==> src/rtl/falafel_pkg.sv <==
// ==== falafel_pkg: shared types for the falafel allocator request path. Rev 1.0 ====
`default_nettype none

package falafel_pkg;

  localparam int DATA_W      = 64;
  localparam int MSG_ID_SIZE = 8;

  localparam int OPCODE_LSB = 0;
  localparam int OPCODE_W   = 4;
  localparam int ID_LSB     = OPCODE_LSB + OPCODE_W;
  localparam int ID_W       = MSG_ID_SIZE;

  typedef enum logic [OPCODE_W-1:0] {
    OP_ALLOC  = 4'd1,
    OP_FREE   = 4'd2,
    OP_CONFIG = 4'd3
  } opcode_e;

  typedef struct packed {
    logic [DATA_W-1:0]      size;
    logic [MSG_ID_SIZE-1:0] id;
  } alloc_entry_t;

  typedef enum logic [1:0] {
    IDLE = 2'd0,
    PAY0 = 2'd1,
    PAY1 = 2'd2,
    EMIT = 2'd3
  } parser_state_e;

endpackage

`default_nettype wire

==> src/rtl/falafel_header_parser.sv <==
// ==== falafel_header_parser: header-tagged word stream to alloc/free/config requests. Rev 1.0 ====
`default_nettype none

module falafel_header_parser
  import falafel_pkg::*;
#(
  parameter int DATA_W      = falafel_pkg::DATA_W,
  parameter int MSG_ID_SIZE = falafel_pkg::MSG_ID_SIZE
) (
  input  logic               clk_i,
  input  logic               rst_i,

  input  logic               req_val_i,
  output logic               req_rdy_o,
  input  logic [DATA_W-1:0]  req_data_i,

  output logic               alloc_req_val_o,
  input  logic               alloc_req_rdy_i,
  output alloc_entry_t       alloc_req_data_o,

  output logic               free_req_val_o,
  input  logic               free_req_rdy_i,
  output alloc_entry_t       free_req_data_o,

  output logic               config_reg_write_o,
  output logic [DATA_W-1:0]  config_reg_addr_o,
  output logic [DATA_W-1:0]  config_reg_data_o,

  output logic               bad_opcode_o
);

  parser_state_e          state_q;
  logic [OPCODE_W-1:0]    opcode_q;
  logic [MSG_ID_SIZE-1:0] id_q;
  logic [DATA_W-1:0]      size_q;
  logic                   alloc_val_q;
  logic                   free_val_q;
  logic                   cfg_wr_q;
  logic [DATA_W-1:0]      cfg_addr_q;
  logic [DATA_W-1:0]      cfg_data_q;
  logic                   bad_q;

  logic                   req_fire;
  logic [OPCODE_W-1:0]    hdr_opcode;
  logic [MSG_ID_SIZE-1:0] hdr_id;
  logic                   emit_done;

  assign req_rdy_o  = (state_q != EMIT);
  assign req_fire   = req_val_i && req_rdy_o;
  assign hdr_opcode = req_data_i[OPCODE_LSB +: OPCODE_W];
  assign hdr_id     = req_data_i[ID_LSB +: MSG_ID_SIZE];
  // Only the handshake of the port actually carrying the request counts.
  assign emit_done  = (alloc_val_q && alloc_req_rdy_i) || (free_val_q && free_req_rdy_i);

  always_ff @(posedge clk_i or posedge rst_i) begin
    if (rst_i) begin
      state_q     <= IDLE;
      opcode_q    <= '0;
      id_q        <= '0;
      size_q      <= '0;
      alloc_val_q <= 1'b0;
      free_val_q  <= 1'b0;
      cfg_wr_q    <= 1'b0;
      cfg_addr_q  <= '0;
      cfg_data_q  <= '0;
      bad_q       <= 1'b0;
    end else begin
      cfg_wr_q <= 1'b0;
      bad_q    <= 1'b0;
      unique case (state_q)
        IDLE: begin
          if (req_fire) begin
            opcode_q <= hdr_opcode;
            id_q     <= hdr_id;
            if (hdr_opcode == OP_ALLOC || hdr_opcode == OP_FREE ||
                hdr_opcode == OP_CONFIG) begin
              state_q <= PAY0;
            end else begin
              bad_q <= 1'b1;
            end
          end
        end
        PAY0: begin
          if (req_fire) begin
            if (opcode_q == OP_CONFIG) begin
              cfg_addr_q <= req_data_i;
              state_q    <= PAY1;
            end else begin
              size_q      <= req_data_i;
              alloc_val_q <= (opcode_q == OP_ALLOC);
              free_val_q  <= (opcode_q == OP_FREE);
              state_q     <= EMIT;
            end
          end
        end
        PAY1: begin
          if (req_fire) begin
            cfg_data_q <= req_data_i;
            cfg_wr_q   <= 1'b1;
            state_q    <= IDLE;
          end
        end
        EMIT: begin
          if (emit_done) begin
            alloc_val_q <= 1'b0;
            free_val_q  <= 1'b0;
            state_q     <= IDLE;
          end
        end
        default: state_q <= IDLE;
      endcase
    end
  end

  assign alloc_req_val_o       = alloc_val_q;
  assign alloc_req_data_o.size = size_q;
  assign alloc_req_data_o.id   = id_q;
  assign free_req_val_o        = free_val_q;
  assign free_req_data_o.size  = size_q;
  assign free_req_data_o.id    = id_q;
  assign config_reg_write_o    = cfg_wr_q;
  assign config_reg_addr_o     = cfg_addr_q;
  assign config_reg_data_o     = cfg_data_q;
  assign bad_opcode_o          = bad_q;

endmodule

`default_nettype wire
==> config.mk <==
export PLATFORM = sky130hd
export DESIGN_NAME = falafel_header_parser
export DESIGN_NICKNAME = d
export VERILOG_FILES = /design/src/rtl/falafel_pkg.sv /design/src/rtl/falafel_header_parser.sv
export SDC_FILE = /design/constraint.sdc
export NUM_CORES = 1
export LEC_CHECK = 0
export BUFFER_PORTS_ARGS = -buffer_cell sky130_fd_sc_hd__buf_2
export CAP_MARGIN = 10
export CORE_ASPECT_RATIO = 1.2
export CORE_MARGIN = 3
export CORE_UTILIZATION = 48
export DETAILED_ROUTE_END_ITERATION = 6
export GPL_TIMING_DRIVEN = 0
export PLACE_DENSITY = 0.8
export RECOVER_POWER = 25
export SYNTH_ARGS = -nofsm -noshare
export SYNTH_HDL_FRONTEND = slang
export SYNTH_SLANG_ARGS = --single-unit
==> constraint.sdc <==
create_clock -name clk_i -period 9.1 [get_ports clk_i]
set_input_delay 1.365 -clock clk_i [delete_from_list [all_inputs] [get_ports clk_i]]
set_output_delay 1.365 -clock clk_i [all_outputs]
set_load 0.01 [all_outputs]
---- Word-level counts from Yosys, hierarchy flattened ----
Cells that the tools add are included.
operators by class
  reductions and logical operators ........ 14
  bitwise logic cells ..................... 1
  multiplexer cells ....................... 19
  equality and inequality tests ........... 16
operators by type and width
  operator              number
  $eq A4 B2 Y1 const B  4
  $ne A2 B2 Y1 const B  7
  $mux W1               11
  $mux W2               5
  $eq A4 B1 Y1 const B  2
  $pmux W2 S4           1
  $reduce_and A3 Y1     2
  $reduce_and A5 Y1     1
  $eq A2 B2 Y1 const B  2
  $pmux W1 S2           2
  $reduce_and A2 Y1     2
  $reduce_and A4 Y1     1
  $logic_and A1 B1 Y1   3
  $logic_or A1 B1 Y1    3
  $eq A2 B1 Y1 const B  1
  $logic_not A2 Y1      1
  $reduce_bool A2 Y1    1
  $not A1 Y1            1
storage, ports and cells
  output and inout port bits .............. 277
  bits in registers ....................... 210

---- Depth between registers and ports, before layout ----
  depth after elaboration ................. 6
  depth in mapped cells ................... 5

---- Least setup slack after synthesis ----
No wires, ideal clock.
  kind .................................... in2reg
  start point ............................. input port req_val_i
  end point ............................... register size_q[50]
  stages on the path ...................... 4
  slack ................................... 6.739 ns
  library setup time ...................... 0.125 ns
  path buffers ............................ 1
  data arrival time ....................... 2.236 ns
  cells stage by stage .................... nand3b_2 -> nor2_4 -> buf_6 -> mux2_2
between the ends
  longest elaborated chain between the ends .. 2
ends and longest elaborated chain
  element                      line                         source
  from (decl)                  falafel_header_parser.sv:13  input logic req_val_i,
  $logic_and A1 B1 Y1          falafel_header_parser.sv:49  assign req_fire = req_val_i && req_rdy_o;
  $reduce_and A3 Y1 (no line)  n/a
  to (signal assigned)         falafel_header_parser.sv:89  size_q <= req_data_i;
  to (decl)                    falafel_header_parser.sv:35  logic [DATA_W-1:0] size_q;
No other way between the ends.
A chain may end at the register's enable or synchronous reset.

==> flow_summary_export.csv <==
group,metric,value,unit
power_and_ir_drop,power.density,378,nW/um^2
worst_setup_path,start_kind,"primary input",
global_routing,gr-usage-all-layers,0.205,
synth,syn_area,8510,um^2
global_routing,antenna_found_initial,2,
cells_and_area,nFillCells,1240,
synth,netlist_instances,536,
global_routing,grt_max_degree,113,
synth,synth_area_leaders,"dfrtp_1 62%, mux2_2 26%, buf_4 6.4%",
synth,syn_nets,605,
worst_setup_path,path_cells,"buf_2 > clkinvlp_2",
synth,yosys.area.top_type,"dfrtp_1",
synth,synth_top_area_frac,0.617,
outcome,status,"finished, violations left",
synth,synth_seq_cells,210,
clock_network,htreeDepth,1,
synth,yosys-mux-area-fraction,0.273,
power_and_ir_drop,comb_power_share,0.413,
power_and_ir_drop,p_leak,5.88,nW
drt,ant_nets,0,
cells_and_area,regArea,5260,um^2
floorplan,core,17100,um^2
global_routing,grt_pass1_vias,5950,
drt,drc,0,
clock_network,post_cts_buffers,0,
cells_and_area,post-route-cell-area,11200,um^2
worst_setup_path,cp_max_fo,112,
sta,holdWs,0.499,ns
sta,relSlewSlack,-2.27,
synth,synth_top_family_by_area,"multiplexers",
worst_setup_path,crit_arrival,4.29,ns
worst_setup_path,required,8.82,ns
synth,synth_edf_count,0,
place,io_buffers,345,
place,placed_area,10500,um^2
global_routing,overflow,0,
worst_setup_path,crit_type,"in2async",
clock_network,postCtsHoldBufs,0,
place,place_ws,6.30,ns
floorplan,rows,52,
drt,via_per_inst,4.91,
synth,synthXorXnorAreaFrac,0,
sta,tightest_slew,4.88,ns
synth,synthAdderAreaFrac,0,
drt,avgRoutedWirePerCell,18.0,um
clock_network,insertion_delay,0.48,ns
outcome,violations,"capacitance limit, slew limit",
sta,finalMaxSlewViolations,112,
sta,setup_ws,4.53,ns
global_routing,grt_pass1_wl,32100,um
sta,min_period_over_period,0.502,
cells_and_area,multi_input_area,2480,um^2
synth,yosys.area_share.simple,0.0135,
power_and_ir_drop,pwr-share-seq,0.377,
synth,synth_cell_types,27,
place,dp_hpwl,15100,um
floorplan,io_pins,346,
synth,ys.flop_type,"dfrtp_1",
floorplan,die_h,152,um
worst_setup_path,max_stage_delay,2.70,ns
power_and_ir_drop,switching_share,0.327,
job,maxCapViolCount,1,
worst_setup_path,cp_top_family,"buffers and inverters",
clock_network,cts_buffers,21,
cells_and_area,fin_nets,974,
sta,setup_viol,0,
drt,vias,5585,
synth,synth_top_cells_by_count,"210 x dfrtp_1, 193 x mux2_2, 73 x buf_4, 8 x buf_2",
place,place.gp.congestion,0.765,
synth,yosysMostFrequentCell,"dfrtp_1",
worst_setup_path,worstReg2RegStart,"state_q[1]",
synth,synthArstFlopShare,1.00,
drt,firstDrtPassIters,4,
clock_network,cts_buffer_depth,3,
power_and_ir_drop,netSwitchingPower,1.39,mW
synth,yosys_warnings,0,
clock_network,path_clk_slew,0.06,ns
synth,syn_area_per_cell,15.9,um^2
drt,wirelength,20500,um
synth,synth.yosys.seq_area_share,0.617,
worst_setup_path,worst_setup_path_end_kind,"asynchronous set/reset pin",
worst_setup_path,crit_buf_inv,2,
synth,synth-compound-area-share,0.00838,
worst_hold_path,hold_path_class,"reg2reg",
drt,drtIter0Drc,144,
worst_setup_path,crit_start,"rst_i",
power_and_ir_drop,clock_power_share,0.211,
floorplan,start_util,0.498,
sta,max_clock_freq,219,MHz
power_and_ir_drop,power,4.24,mW
floorplan,dieArea,19400,um^2
clock_network,post_cts_resized,0,
sta,tns,0,ns
clock_network,clock_sinks,210,
sta,fin_crit,4.57,ns
power_and_ir_drop,ir_drop,236,uV
cells_and_area,area_growth,31.9,%
clock_network,clockRootBuffer,"clkbuf_16",
floorplan,die_x,128,um
clock_network,cts_tree,"yes",
worst_setup_path,critPathSlowestCell,"clkinvlp_2",
cells_and_area,drive_above_1_share,0.726,
sta,grt_setup_unrepaired,"no",
sta,hold_viol,0,
power_and_ir_drop,internal_power,2.86,mW
worst_hold_path,min-delay-start,"config_reg_addr_o[33]",
sta,clock_skew,0.00894,ns
-- power by group through the flow --
stage	clock [mW]	sequential (mW)	combinational (mW)
6_report	0.894	1.60	1.75
5_1_grt	0.956	1.66	1.88
4_1_cts	0.914	1.60	1.79
3_5_place_dp	0	1.61	1.79
3_3_place_gp	0	1.59	1.75
2_1_floorplan	0	1.77	0.864
-- cell usage in the layout, fill, tap and decap left out, types with 4 or more instances in the layout --
cell	count
clkbuf_8	11
mux2_1	8
buf_4	73
buf_2	347
mux2_4	5
clkbuf_16	21
buf_6	6
dfrtp_1	210
clkbuf_1	9
mux2_2	191
a21oi_1	6
clkinv_2	4
-- layer usage --
metal  part of all wire  GRT usage  vias up
met3              0.082     0.0502       39
met5                  0          0        -
met4              0.028     0.0627        0
met1               0.38      0.236     2757
met2               0.51      0.375      250
li1                   -          -     2539
-- worst paths after layout --
kind | to | slack, ns | cells past startpoint
max in group clk_i | size_q[15] | 6.12 | 5
setup reg to reg | size_q[15] | 6.68 | 4
setup / recovery | config_reg_addr_o[9] | 4.53 | 2
hold / removal | config_reg_addr_o[33] | 0.50 | 1
hold reg to reg | config_reg_addr_o[33] | 0.50 | 1
min in group asynchronous | size_q[49] | 2.39 | 2
-- per-stage QoR --
stage          cells   util
2_1_floorplan    536      -
3_3_place_gp    1097  0.614
3_5_place_dp    1098  0.616
4_1_cts         1135  0.659
5_1_grt         1137  0.656
6_report        1137  0.656
-- cell families (layout without fill, tap and decap cells) --
family	after synthesis	after routing
and+or+nand+nor	14	14
other	0	2
buffers and inverters	95	478
muxes	205	205
DFF	210	210
AOI/OAI and AO/OA	12	12
-- state kept, by name, summed over array words and instances, names as in the netlist --
signal	cells
opcode_q	4
config_reg_addr_o	64
free_req_val_o	1
config_reg_write_o	1
id_q	8
config_reg_data_o	64
alloc_req_val_o	1
size_q	64
state_q	2
bad_opcode_o	1
-- final cells by class --
type | count | area share
multi-input cells | 231 | 0.221
inverters | 2 | 0.000780
flip-flops and latches | 210 | 0.468
clock buffers | 29 | 0.0539
plain buffers | 93 | 0.0653
clock inverters | 8 | 0.0105
diodes | 2 | 0.000446
well taps | 216 | 0.0241
repair buffers | 346 | 0.156
Note: power is estimated with default switching activity, not from simulation.
